===== src/rtl/arp_recv_gmii.sv =====
// ---------------------------------------------------------------------------
// arp_recv_gmii
// Receive-side ARP parser on a byte-wide GMII stream (125 MHz, clk domain).
// Checks the Ethernet header (destination = LOCAL_MAC or broadcast, ethertype
// 0x0806), the fixed ARP body fields, the target IP and the frame length.
// Each accepted request/reply produces a one-cycle arp_valid strobe together
// with the sender MAC/IP.
//
// Optional feature: define ARP_RX_CRC_CHECK_EN to add an FCS (CRC-32) check.
// A frame that is otherwise valid but whose FCS is wrong then pulses crc_err
// instead of arp_valid. Without the macro there is no CRC logic and crc_err
// is tied low.
//
// Ports
//   clk           in   125 MHz receive byte clock
//   rst           in   synchronous active-high reset
//   gmii_rx_data  in   received byte
//   gmii_rx_dv    in   byte valid, frame active while high
//   gmii_rx_er    in   PHY receive error
//   arp_valid     out  one-cycle strobe, frame accepted
//   arp_is_reply  out  1 = oper 0x0002, 0 = oper 0x0001
//   arp_src_mac   out  ARP sender hardware address
//   arp_src_ip    out  ARP sender protocol address
//   crc_err       out  one-cycle strobe on FCS failure (0 without the macro)
// ---------------------------------------------------------------------------
module arp_recv_gmii #(
    parameter logic [47:0] LOCAL_MAC = 48'h00_0A_35_01_FE_C0,
    parameter logic [31:0] LOCAL_IP  = 32'hC0_A8_00_02,
    parameter int unsigned MAX_LEN   = 1518
) (
    input  logic        clk,
    input  logic        rst,
    input  logic [7:0]  gmii_rx_data,
    input  logic        gmii_rx_dv,
    input  logic        gmii_rx_er,
    output logic        arp_valid,
    output logic        arp_is_reply,
    output logic [47:0] arp_src_mac,
    output logic [31:0] arp_src_ip,
    output logic        crc_err
);

    typedef enum logic [2:0] {IDLE, PREAMBLE, HEADER, BODY, TAIL, DROP} state_t;

    localparam logic [10:0] MAX_LEN_C = 11'(MAX_LEN);
    localparam logic [10:0] MIN_LEN_C = 11'd64;

    state_t      state_q;
    logic        armed_q;        // dv has been seen low since reset / last frame
    logic [2:0]  pre_q;          // number of 0x55 preamble bytes seen
    logic [10:0] cnt_q;          // bytes after SFD, saturating
    logic        bc_q, lo_q;     // destination MAC still matches broadcast / local
    logic        reply_sh_q;
    logic [47:0] mac_sh_q;
    logic [31:0] ip_sh_q;
    logic        arp_valid_q, arp_is_reply_q;
    logic [47:0] arp_src_mac_q;
    logic [31:0] arp_src_ip_q;

    // Expected value of the fixed bytes of header and ARP body, by position.
    logic [7:0] exp_byte, mac_byte;
    logic       exp_chk;
    always_comb begin
        exp_byte = 8'h00;
        exp_chk  = 1'b0;
        mac_byte = 8'h00;
        case (cnt_q)
            11'd0:  mac_byte = LOCAL_MAC[47:40];
            11'd1:  mac_byte = LOCAL_MAC[39:32];
            11'd2:  mac_byte = LOCAL_MAC[31:24];
            11'd3:  mac_byte = LOCAL_MAC[23:16];
            11'd4:  mac_byte = LOCAL_MAC[15:8];
            11'd5:  mac_byte = LOCAL_MAC[7:0];
            11'd12: begin exp_byte = 8'h08; exp_chk = 1'b1; end
            11'd13: begin exp_byte = 8'h06; exp_chk = 1'b1; end
            11'd14: begin exp_byte = 8'h00; exp_chk = 1'b1; end
            11'd15: begin exp_byte = 8'h01; exp_chk = 1'b1; end
            11'd16: begin exp_byte = 8'h08; exp_chk = 1'b1; end
            11'd17: begin exp_byte = 8'h00; exp_chk = 1'b1; end
            11'd18: begin exp_byte = 8'h06; exp_chk = 1'b1; end
            11'd19: begin exp_byte = 8'h04; exp_chk = 1'b1; end
            11'd20: begin exp_byte = 8'h00; exp_chk = 1'b1; end
            11'd38: begin exp_byte = LOCAL_IP[31:24]; exp_chk = 1'b1; end
            11'd39: begin exp_byte = LOCAL_IP[23:16]; exp_chk = 1'b1; end
            11'd40: begin exp_byte = LOCAL_IP[15:8];  exp_chk = 1'b1; end
            11'd41: begin exp_byte = LOCAL_IP[7:0];   exp_chk = 1'b1; end
            default: ;
        endcase
    end

    // Destination MAC match is tracked in parallel for broadcast and local;
    // the frame is dropped as soon as neither candidate still matches.
    logic dest_bc, dest_lo, byte_ok;
    logic [10:0] cnt_inc;
    assign dest_bc = (cnt_q == 11'd0 || bc_q) && (gmii_rx_data == 8'hFF);
    assign dest_lo = (cnt_q == 11'd0 || lo_q) && (gmii_rx_data == mac_byte);
    assign byte_ok = (!exp_chk || gmii_rx_data == exp_byte)
                  && (cnt_q > 11'd5 || dest_bc || dest_lo)
                  && (cnt_q != 11'd21 || gmii_rx_data == 8'h01 || gmii_rx_data == 8'h02);
    assign cnt_inc = (cnt_q == 11'h7FF) ? cnt_q : cnt_q + 11'd1;

    logic len_ok;
    assign len_ok = (cnt_q >= MIN_LEN_C) && (cnt_q <= MAX_LEN_C);

`ifdef ARP_RX_CRC_CHECK_EN
    logic [31:0] crc_q, crc_d;
    logic        crc_err_q;
    // Reflected CRC-32, one byte per clock, no final inversion: running it
    // across data plus FCS leaves the fixed residue on a good frame.
    always_comb begin
        crc_d = crc_q ^ {24'h0, gmii_rx_data};
        for (int i = 0; i < 8; i++) begin
            crc_d = crc_d[0] ? ((crc_d >> 1) ^ 32'hEDB88320) : (crc_d >> 1);
        end
    end
    logic crc_ok;
    assign crc_ok  = (crc_q == 32'hDEBB20E3);
    assign crc_err = crc_err_q;
`else
    logic crc_ok;
    assign crc_ok  = 1'b1;
    assign crc_err = 1'b0;
`endif

    always_ff @(posedge clk) begin
        if (rst) begin
            state_q        <= IDLE;
            armed_q        <= 1'b0;
            pre_q          <= 3'd0;
            cnt_q          <= 11'd0;
            bc_q           <= 1'b0;
            lo_q           <= 1'b0;
            reply_sh_q     <= 1'b0;
            mac_sh_q       <= 48'h0;
            ip_sh_q        <= 32'h0;
            arp_valid_q    <= 1'b0;
            arp_is_reply_q <= 1'b0;
            arp_src_mac_q  <= 48'h0;
            arp_src_ip_q   <= 32'h0;
`ifdef ARP_RX_CRC_CHECK_EN
            crc_q          <= 32'hFFFFFFFF;
            crc_err_q      <= 1'b0;
`endif
        end else begin
            arp_valid_q <= 1'b0;
`ifdef ARP_RX_CRC_CHECK_EN
            crc_err_q   <= 1'b0;
`endif
            case (state_q)
                IDLE: begin
                    if (!gmii_rx_dv) begin
                        armed_q <= 1'b1;
                    end else if (armed_q && gmii_rx_data == 8'h55) begin
                        state_q <= PREAMBLE;
                        pre_q   <= 3'd1;
                    end else begin
                        // Joined mid-frame: wait for the gap before listening.
                        armed_q <= 1'b0;
                    end
                end
                PREAMBLE: begin
                    if (!gmii_rx_dv) begin
                        state_q <= IDLE;
                        armed_q <= 1'b1;
                    end else if (gmii_rx_er) begin
                        state_q <= DROP;
                    end else if (gmii_rx_data == 8'h55) begin
                        if (pre_q == 3'd7) state_q <= DROP;
                        else               pre_q   <= pre_q + 3'd1;
                    end else if (gmii_rx_data == 8'hD5) begin
                        state_q <= HEADER;
                        cnt_q   <= 11'd0;
`ifdef ARP_RX_CRC_CHECK_EN
                        crc_q   <= 32'hFFFFFFFF;
`endif
                    end else begin
                        state_q <= DROP;
                    end
                end
                HEADER, BODY: begin
                    if (!gmii_rx_dv) begin
                        state_q <= IDLE;
                        armed_q <= 1'b1;
                    end else if (gmii_rx_er || !byte_ok) begin
                        state_q <= DROP;
                    end else begin
                        cnt_q <= cnt_inc;
`ifdef ARP_RX_CRC_CHECK_EN
                        crc_q <= crc_d;
`endif
                        if (cnt_q <= 11'd5) begin
                            bc_q <= dest_bc;
                            lo_q <= dest_lo;
                        end
                        if (cnt_q == 11'd21) reply_sh_q <= gmii_rx_data[1];
                        if (cnt_q >= 11'd22 && cnt_q <= 11'd27)
                            mac_sh_q <= {mac_sh_q[39:0], gmii_rx_data};
                        if (cnt_q >= 11'd28 && cnt_q <= 11'd31)
                            ip_sh_q <= {ip_sh_q[23:0], gmii_rx_data};
                        if (cnt_q == 11'd13) state_q <= BODY;
                        if (cnt_q == 11'd41) state_q <= TAIL;
                    end
                end
                TAIL: begin
                    if (!gmii_rx_dv) begin
                        state_q <= IDLE;
                        armed_q <= 1'b1;
                        if (len_ok) begin
                            if (crc_ok) begin
                                arp_valid_q    <= 1'b1;
                                arp_is_reply_q <= reply_sh_q;
                                arp_src_mac_q  <= mac_sh_q;
                                arp_src_ip_q   <= ip_sh_q;
                            end else begin
`ifdef ARP_RX_CRC_CHECK_EN
                                crc_err_q <= 1'b1;
`endif
                            end
                        end
                    end else if (gmii_rx_er) begin
                        state_q <= DROP;
                    end else begin
                        cnt_q <= cnt_inc;
`ifdef ARP_RX_CRC_CHECK_EN
                        crc_q <= crc_d;
`endif
                    end
                end
                DROP: begin
                    if (!gmii_rx_dv) begin
                        state_q <= IDLE;
                        armed_q <= 1'b1;
                    end
                end
                default: state_q <= IDLE;
            endcase
        end
    end

    assign arp_valid    = arp_valid_q;
    assign arp_is_reply = arp_is_reply_q;
    assign arp_src_mac  = arp_src_mac_q;
    assign arp_src_ip   = arp_src_ip_q;

endmodule


===== config.mk =====
export PLATFORM = sky130hd
export DESIGN_NAME = arp_recv_gmii
export DESIGN_NICKNAME = d
export VERILOG_FILES = /design/src/rtl/arp_recv_gmii.sv
export SDC_FILE = /design/constraint.sdc
export NUM_CORES = 1
export LEC_CHECK = 0
export CAP_MARGIN = 20
export CORE_ASPECT_RATIO = 1.2
export CORE_MARGIN = 2
export CORE_UTILIZATION = 40
export DETAILED_ROUTE_END_ITERATION = 6
export HOLD_SLACK_MARGIN = 0.02
export PLACE_DENSITY = 0.6
export SYNTH_ARGS = -nofsm -noshare
export SYNTH_HDL_FRONTEND = slang
export SYNTH_SLANG_ARGS = --single-unit

===== constraint.sdc =====
create_clock -name clk -period 2.9 [get_ports clk]
set_input_delay 0.58 -clock clk [delete_from_list [all_inputs] [get_ports clk]]
set_output_delay 0.58 -clock clk [all_outputs]
set_load 0.01 [all_outputs]

==> reports/metrics.cfg <==
[cells_and_area]
final_cells = 1348
multi_input_comb_area_mm2 = 0.00389
layout-drive-gt1-share_pct = 15.3
post-route-util_pct = 53.5
area_delta_synth_final_pct = 32.3
num-fill-cells = 1859
design_area_mm2 = 0.0104
n_antenna_cell = 0
nNetsFinal = 1092
regArea_mm2 = 0.00367

[synth]
synth-seq-cells = 183
synth_common_cells = 190 x nand2_1, 183 x dfxtp_1, 108 x nor2_1, 98 x a21oi_1, 85 x mux2i_1
netlist_instances = 929
yosysTopAreaCell = dfxtp_1
ys_warn_count = 0
synth.top_cell.area_share_pct = 46.7
ys_seq_area_share_pct = 46.7
netlist_area_mm2 = 0.00785
synth_edf_count = 0
synthTopCellsByArea = dfxtp_1 47%, mux2i_1 11%, nand2_1 9.1%
ys_types = 66
syn-num-nets = 947
synth_async_sr_flop_share_pct = 0
synth.most_common_cell = nand2_1
syn_area_per_cell_um2 = 8.45
synthFlopType = dfxtp_1

[setup_path]
startpoint = cnt_q[0]
cp-end-kind = flip-flop
path_class = flip-flop to flip-flop
worstSetupStartpointType = flip-flop
r2r-start = cnt_q[0]
path_max_fanout = 12
critPathRequiredTime_ns = 3.21
arrival_ns = 3.12

[sta]
fin_ws_ns = 0.0904
period_needed_ns = 2.81
hold_viol = 0
maxSlewViolCount = 0
fin_crit_sh_pct = 96.9
setup_viol = 0
skew_ns = 0.0110
fmax_mhz = 356
worstMarginPinSlew_ns = 0.964
whs_ns = 0.453
slew_headroom_pct = 35.7
finalSetupTns_ns = 0

[hold_path]
hp-start = arp_src_ip[29]
min_path_type = flip-flop to flip-flop

[global_routing]
grt_pass1_wl_mm = 32.8
grt_pass1_vias = 6272
grt_util_all_layers_pct = 19.7
antenna_found_initial = 0
grt_max_degree = 128
grt_overflow = 0

[clock_network]
clkLatencyLatePin_ns = 0.43
htreeDepth = 4
clk_pin_slew_ns = 0.07
cts_buffer_depth = 2
cts_buffers = 17
cts.sinks = 183
hold_buffers = 0
root_buffer = clkbuf_16
cts_tree = done

[place]
dp_cells = 1311
dp_slack_ns = -0.418
place_hpwl_mm = 14.8
gp_congestion = 0.886
io_buffer_count = 93
place_area_mm2 = 0.00963

[routing]
antenna_left = 0
wl_per_cell_um = 15.5
first_pass_iters = 6
finalWirelength_mm = 20.9
num_vias = 6963
vias_per_cell = 5.17
drt_iter0_drc = 512
post-route-drc-count = 0

[floorplanning]
dieArea_mm2 = 0.0208
num_io_pins = 95
fp.dieW_um = 132
num_rows = 56
start_util_pct = 40.4
die_h_um = 157
core_mm2 = 0.0194

[run]
maxCapViolations = 0

[run_status]
outcome = finished clean

[pwr]
power.density_mw_per_mm2 = 484
total_power_mw = 5.02
peakVddDrop_v = 0.000362
leakage_nw = 4.28

## path summary, 6_finish.rpt
path / slack [ns] / end / cells after the start
max reg2reg: 0.09 / mac_sh_q[34] / 12
min reg2reg: 0.45 / arp_src_ip[29] / 2
max: 0.09 / mac_sh_q[34] / 12
min: 0.45 / arp_src_ip[29] / 2
## state kept, by name, summed over array words and instances, names as in the netlist
name,count
arp_src_mac,48
mac_sh_q,48
arp_src_ip,32
ip_sh_q,32
cnt_q,11
pre_q,3
state_q,3
armed_q,1
arp_is_reply,1
arp_valid,1
bc_q,1
lo_q,1
reply_sh_q,1
## kinds of logic after synthesis
| logic type | count (synthesis) | share of synthesized area (%) |
|---|---|---|
| other | 1 | 0.0478 |
| and+or+nand+nor | 396 | 22.5 |
| muxes | 86 | 11.0 |
| AOI/OAI and AO/OA | 167 | 13.3 |
| xor gates and xnor gates | 6 | 0.670 |
| DFF | 183 | 46.7 |
| buffers and inverters | 84 | 4.83 |
| adders and majority gates | 6 | 0.957 |
## placed cells by master, fill, tap and decap left out, types with 4 or more instances in the layout
cell and count:
nand2_1 190, dfxtp_1 180, nor2_1 108, a21oi_1 98
clkdlybuf4s50_1 92, buf_4 87, mux2i_1 84, nand3_1 19
clkbuf_16 19, inv_1 17, nor3_1 13, o21ai_0 12
nand4_1 11, o32ai_1 10, nand2b_1 9, buf_12 8
o22ai_1 5, nand3b_1 5, nor4_1 5, or3_1 5
ha_1 5, inv_6 5, nor2b_1 4, a221oi_1 4
## critical path, stage by stage (launching register included)
cell and delay, ns:
dfxtp_1 0.31, buf_4 0.15, ha_1 0.21, or2_4 0.27
nand4_1 0.18, nand3_1 0.11, a41o_1 0.26, o2111a_2 0.33
o211ai_4 0.22, buf_12 0.17, clkbuf_16 0.19, mux2i_1 0.23
nor2_1 0.07
## layer usage
metal  vias up  wire length (µm)  global-route usage, %
met2       155             10300                   33.2
met4         0               274                   5.64
met1      3288              9550                   25.8
met3        25               805                   3.83
li1       3495                 -                      -
met5         -                 0                      0
## power breakdown
part | internal (mW) | leakage, nW | switching (mW) | total [mW]
sequential | 2.52 | 1.47 | 0.00596 | 2.52
combinational | 0.0745 | 2.51 | 0.118 | 0.193
clock | 1.28 | 0.290 | 1.02 | 2.31
total | 3.87 | 4.28 | 1.15 | 5.02
## layout make-up
type,count,area share [%]
clock buffers,20,4.49
inverters,17,0.614
flip-flops and latches,183,35.3
clock inverters,12,1.23
well taps,261,3.14
multi-input cells,662,37.4
repair buffers,193,17.8
## what timing repair did
item                                    in CTS  in global routing
resized for setup                            2                 16
endpoints found under the setup margin       4                 96
gates cloned                                 0                  2
buffers inserted                             0                  2
pin swaps                                    0                  5
Note: power is estimated with default switching activity, not from simulation.
